`src/rtl/display_mux.sv`:
```
// display_mux: time-multiplexes two hex digits onto one seven-segment decoder
// Ports: clk; reset (async, active-low); s0/s1 hex values for digit 0 (right) and
// digit 1 (left); s value to the decoder; an active-low digit enables
// (an[0] = digit 0); sum = s0 + s1 captured at the start of each frame.
// Macro DISPLAY_MUX_BLANK_EN inserts BLANK_CYCLES of dead time (both digits off)
// after each digit; when it is undefined the digits alternate directly.
module display_mux #(
  parameter int DWELL_CYCLES = 50000,
  parameter int BLANK_CYCLES = 500
) (
  input  logic       clk,
  input  logic       reset,
  input  logic [3:0] s0,
  input  logic [3:0] s1,
  output logic [3:0] s,
  output logic [1:0] an,
  output logic [4:0] sum
);
  localparam int MAXC = DWELL_CYCLES > BLANK_CYCLES ? DWELL_CYCLES : BLANK_CYCLES;
  localparam int CW = $clog2(MAXC);
  localparam logic [CW-1:0] DW = CW'(DWELL_CYCLES - 1);
`ifdef DISPLAY_MUX_BLANK_EN
  localparam logic [CW-1:0] BW = CW'(BLANK_CYCLES - 1);
`endif
  typedef enum logic [2:0] {IDLE, SHOW0, BLANK0, SHOW1, BLANK1} state_t;
  state_t        state_q;
  logic [CW-1:0] cnt_q;
  logic [3:0]    h1_q;
  logic [3:0]    s_q;
  logic [1:0]    an_q;
  logic [4:0]    sum_q;
  logic [4:0]    sum_d;
  logic          done;
  logic          cap;
  assign sum_d = {1'b0, s0} + {1'b0, s1};
  assign done  = cnt_q == '0;
  // A frame starts when leaving reset or when the last state of the frame expires.
`ifdef DISPLAY_MUX_BLANK_EN
  assign cap = state_q == IDLE || (state_q == BLANK1 && done);
`else
  assign cap = state_q == IDLE || (state_q == SHOW1 && done);
`endif
  // s_q doubles as the digit-0 holding register: it is loaded with s0 at capture
  // and nothing else writes it until digit 1 is shown.
  always_ff @(posedge clk or negedge reset)
    if (!reset) begin
      state_q <= IDLE;
      cnt_q   <= '0;
      h1_q    <= '0;
      s_q     <= '0;
      an_q    <= 2'b11;
      sum_q   <= '0;
    end else if (cap) begin
      state_q <= SHOW0;
      cnt_q   <= DW;
      h1_q    <= s1;
      s_q     <= s0;
      an_q    <= 2'b10;
      sum_q   <= sum_d;
    end else if (!done) begin
      cnt_q <= cnt_q - CW'(1);
    end else begin
      case (state_q)
`ifdef DISPLAY_MUX_BLANK_EN
        SHOW0: begin
          state_q <= BLANK0;
          cnt_q   <= BW;
          an_q    <= 2'b11;
        end
        BLANK0: begin
          state_q <= SHOW1;
          cnt_q   <= DW;
          an_q    <= 2'b01;
          s_q     <= h1_q;
        end
        SHOW1: begin
          state_q <= BLANK1;
          cnt_q   <= BW;
          an_q    <= 2'b11;
        end
`else
        SHOW0: begin
          state_q <= SHOW1;
          cnt_q   <= DW;
          an_q    <= 2'b01;
          s_q     <= h1_q;
        end
`endif
        default: begin
          state_q <= IDLE;
          an_q    <= 2'b11;
        end
      endcase
    end
  assign s   = s_q;
  assign an  = an_q;
  assign sum = sum_q;
endmodule
```
`config.mk`:
```
export PLATFORM = sky130hd
export DESIGN_NAME = display_mux
export DESIGN_NICKNAME = d
export VERILOG_FILES = /design/src/rtl/display_mux.sv
export SDC_FILE = /design/constraint.sdc
export NUM_CORES = 1
export LEC_CHECK = 0
export BUFFER_PORTS_ARGS = -buffer_cell sky130_fd_sc_hd__buf_2
export CAP_MARGIN = 25
export CORE_AREA = 10 10 68 70
export DETAILED_ROUTE_END_ITERATION = 8
export DIE_AREA = 0 0 78 80
export PLACE_DENSITY_LB_ADDON = 0.15
export SYNTH_ARGS = -nofsm -noshare
export SYNTH_HDL_FRONTEND = slang
export SYNTH_SLANG_ARGS = --single-unit
```
`constraint.sdc`:
```
create_clock -name clk -period 2.7 [get_ports clk]
set_clock_uncertainty 0.05 [all_clocks]
set_input_delay 0.54 -clock clk [delete_from_list [all_inputs] [get_ports clk]]
set_output_delay 0.54 -clock clk [all_outputs]
set_load 0.01 [all_outputs]
```
==> run summary <==
## Drt
* **number of DRC markers in iteration 0** 88
* **routed len/inst** 15.3 µm
* **remaining design rule violation count** 0
* **number of antenna-violating nets in the routed design** 0
* **length of the first detailed-routing pass in iterations** 4
* **vias after detailed routing** 1322
* **Vias/cell** 5.51
* **DRT Wirelength** 3680 µm

## Worst setup path
* **Worst Setup Path Type** reg -> reg
* **crit path max-delay cell type** dfrtp_1
* **Crit path largest cell delay** 0.42 ns
* **Setup crit start kind** flip-flop
* **Worst Path Max Fanout** 21
* **CP required** 2.88 ns
* **kind of capture point of the worst setup path** flip-flop
* **critical path arrival** 2.51 ns
* **Buffers & Inverters on Critical Path** 1
* **crit-path leading delay family** simple AND/OR/NAND/NOR gates
* **worst path cell trace** inv_1 -> ha_1 -> nor3b_1 -> and4_4 -> a21o_1 -> mux2_2

## Synthesis
* **post-synthesis average cell area** 11.0 µm²
* **number of synthesized flops with an enable pin** 0
* **Netlist Area Pre-Place** 0.00184 mm²
* **total nets after synthesis** 184
* **synthesis warning total** 0
* **Main synth FF type** dfrtp_1
* **Synth cell types** 46
* **post-synth top area share** 0.421
* **sequential element share of the synthesized area** 0.449
* **Async S/R FF share, synth** 1.00
* **Syn Inst Count** 168
* **post-synthesis cell type with the largest combined area** dfrtp_1
* **post-synthesis register bit count** 33
* **top cells by area in the synthesized netlist** dfrtp_1 (42%), mux2_1 (5.5%), mux2i_1 (5.4%)

## Die
* **full die area** 0.00624 mm²
* **overall die height** 80 µm
* **Horiz. Die Dim** 78 µm
* **standard cell core area** 0.00328 mm²
* **initial standard-cell utilization of the core** 0.562
* **I/O pin count** 21
* **Core Rows** 21

## Finish
* **non-filler instance count after layout** 240
* **diode insertion count for antenna repair** 0
* **cell area after layout** 0.00205 mm²
* **area overhead of the layout relative to synthesis** 11.3%
* **fraction of final layout cells sized beyond drive strength 1** 0.237
* **net count of the finished layout** 210

## Placement
* **HPWL reported at the end of detailed placement** 2670 µm
* **Placer Congestion** 0.826
* **placed inst area** 0.00200 mm²
* **post-placement cell count** 233
* **number of buffers inserted by port buffering** 20

## Global route
* **met1 GRT Util** 0.146
* **Most Used Layer, Global Route** met2
* **GR Layer Usage met3** 0.0450
* **aggregate global routing overflow** 0
* **largest net degree at the start of global routing** 34
* **grt met2 use** 0.204
* **antenna violations before repair** 0
* **wire length of the first global-routing pass** 6200 µm
* **GRT Total Usage** 0.124
* **via count of the first global-routing pass** 1334

## Power
* **largest voltage drop on the vdd net** 0.000278 V
* **leakage** 0.000935 µW
* **power per standard cell area** 431 mW/mm²

## Run status
* **status** completed

## Clock tree
* **Inserted Clock Buffers** 5
* **Root Buffer Master** clkbuf_4
* **Worst-Skew Late Latency** 0.34 ns
* **H-Tree Level Count** 2
* **clock slew at the register clock pins of the worst setup and hold paths** 0.10 ns
* **post-cts hold buffer count** 0
* **number of sinks driven by the clock tree** 33
* **Clock Tree Buf Depth** 2
* **number of buffers inserted by post-CTS setup repair** 0
* **TritonCTS clock tree** built
* **CTS-repair resized insts** 0

## Timing
* **RSZ-0062 raised after global routing** no
* **setup-violating endpoint count in the final report** 0
* **highest achievable clock rate** 0.430 GHz
* **Relative slew margins** 0.508
* **post-route clock period utilization** 0.862
* **slew of the pin with the lowest slew margin** 0.739 ns
* **accumulated negative setup slack** 0 ns
* **worst hold-check slack** 0.204 ns
* **time the final worst path needs with I/O delays and setup** 2.33 ns
* **number of hold violations in the final report** 0
* **number of pins with negative max-slew slack in the final report** 0

## Job
* **number of max-capacitance violations reported** 0

## Hold path
* **worst min path class** in -> async

## kinds of logic after synthesis
family / synth area share
compound gates: 0.0977
xor+xnor: 0.0332
fa+ha+maj: 0.0448
buf+inv: 0.0346
flops: 0.449
mux: 0.164
simple gates: 0.176
## where the power goes
group	internal [µW]	leakage (µW)	switching, µW	total [µW]
logic	36.6	0.000534	42.9	79.6
clock network	123	0.0000314	164	287
registers	510	0.000370	8.38	519
total	670	0.000935	216	885
## flip-flops by register name, summed over array words and instances (netlist names)
register  flops
state_q       2
s             4
cnt_q        16
h1_q          4
an            2
sum           5
## Yosys cell counts (2+ instances only)
cell / n
dfrtp_1: 31
nor2_1: 13
nand2_1: 11
a21oi_1: 10
mux2i_1: 10
mux2_1: 9
inv_1: 6
ha_1: 5
mux2_2: 5
nand3_1: 5
a211o_1: 4
nor2b_1: 4
or3_1: 4
xor2_1: 4
mux2_4: 3
nor3_1: 3
o21ai_0: 3
xnor2_1: 3
a21o_1: 2
and2_1: 2
buf_6: 2
clkbuf_1: 2
dfstp_2: 2
nand2b_1: 2
o31ai_1: 2
## placed cells by master, fill, tap and decap left out, types with 2 or more instances in the layout
cell type	n
a211o_1	4
a21o_1	2
a21oi_1	10
and2_1	2
buf_2	20
buf_4	5
clkbuf_4	5
dfrtp_1	31
dfstp_2	2
ha_1	5
inv_1	6
mux2_1	9
mux2_2	5
mux2_4	3
mux2i_1	10
nand2_1	11
nand2b_1	2
nand3_1	5
nor2_1	13
nor2b_1	4
nor3_1	3
o21ai_0	3
o31ai_1	2
or3_1	4
xnor2_1	3
xor2_1	4
## worst reg2reg max path, stage by stage, from the launching register on
cell,delay [ns]
dfrtp_1,0.42
inv_1,0.10
ha_1,0.23
nor3b_1,0.20
and4_4,0.42
a21o_1,0.43
mux2_2,0.39
## path summary, 6_finish.rpt
path / startpoint / to / slack [ns] / depth (start not counted)
hold reg to reg: sum[4]$_DFFE_PN0N_ / sum[4]$_DFFE_PN0N_ / 0.44 / 1
max in group asynchronous: reset / h1_q[3]$_DFFE_PN0N_ / 1.93 / 1
setup reg to reg: cnt_q[0]$_DFFE_PN0P_ / sum[0]$_DFFE_PN0N_ / 0.37 / 6
hold / removal: reset / cnt_q[2]$_DFFE_PN0P_ / 0.20 / 1
min in group clk: s1[0] / h1_q[0]$_DFFE_PN0N_ / 0.38 / 2
setup / recovery: cnt_q[0]$_DFFE_PN0P_ / sum[0]$_DFFE_PN0N_ / 0.37 / 6
## per-layer routing
layer,part of all wire,vias up
met5,0,-
met4,0.013,0
met3,0.039,6
met2,0.50,18
met1,0.45,646
li1,-,652
## through the flow
step	setup slack, ns	utilization	total power, µW
finish	0.374	0.625	885
CTS	0.370	0.625	897
floorplan	0.775	-	568
detailed placement	0.376	0.608	610
global route	0.202	0.625	933
global placement	0.432	0.608	607
## final cells by class
class | count | area, µm²
Tap cell | 46 | 57.6
Multi-Input combinational cell | 123 | 952
Fill cell | 283 | 1230
Clock buffer | 7 | 55.1
Timing Repair Buffer | 25 | 138
Sequential cell | 33 | 828
Inverter | 6 | 22.5
Note: power is estimated with default switching activity, not from simulation.
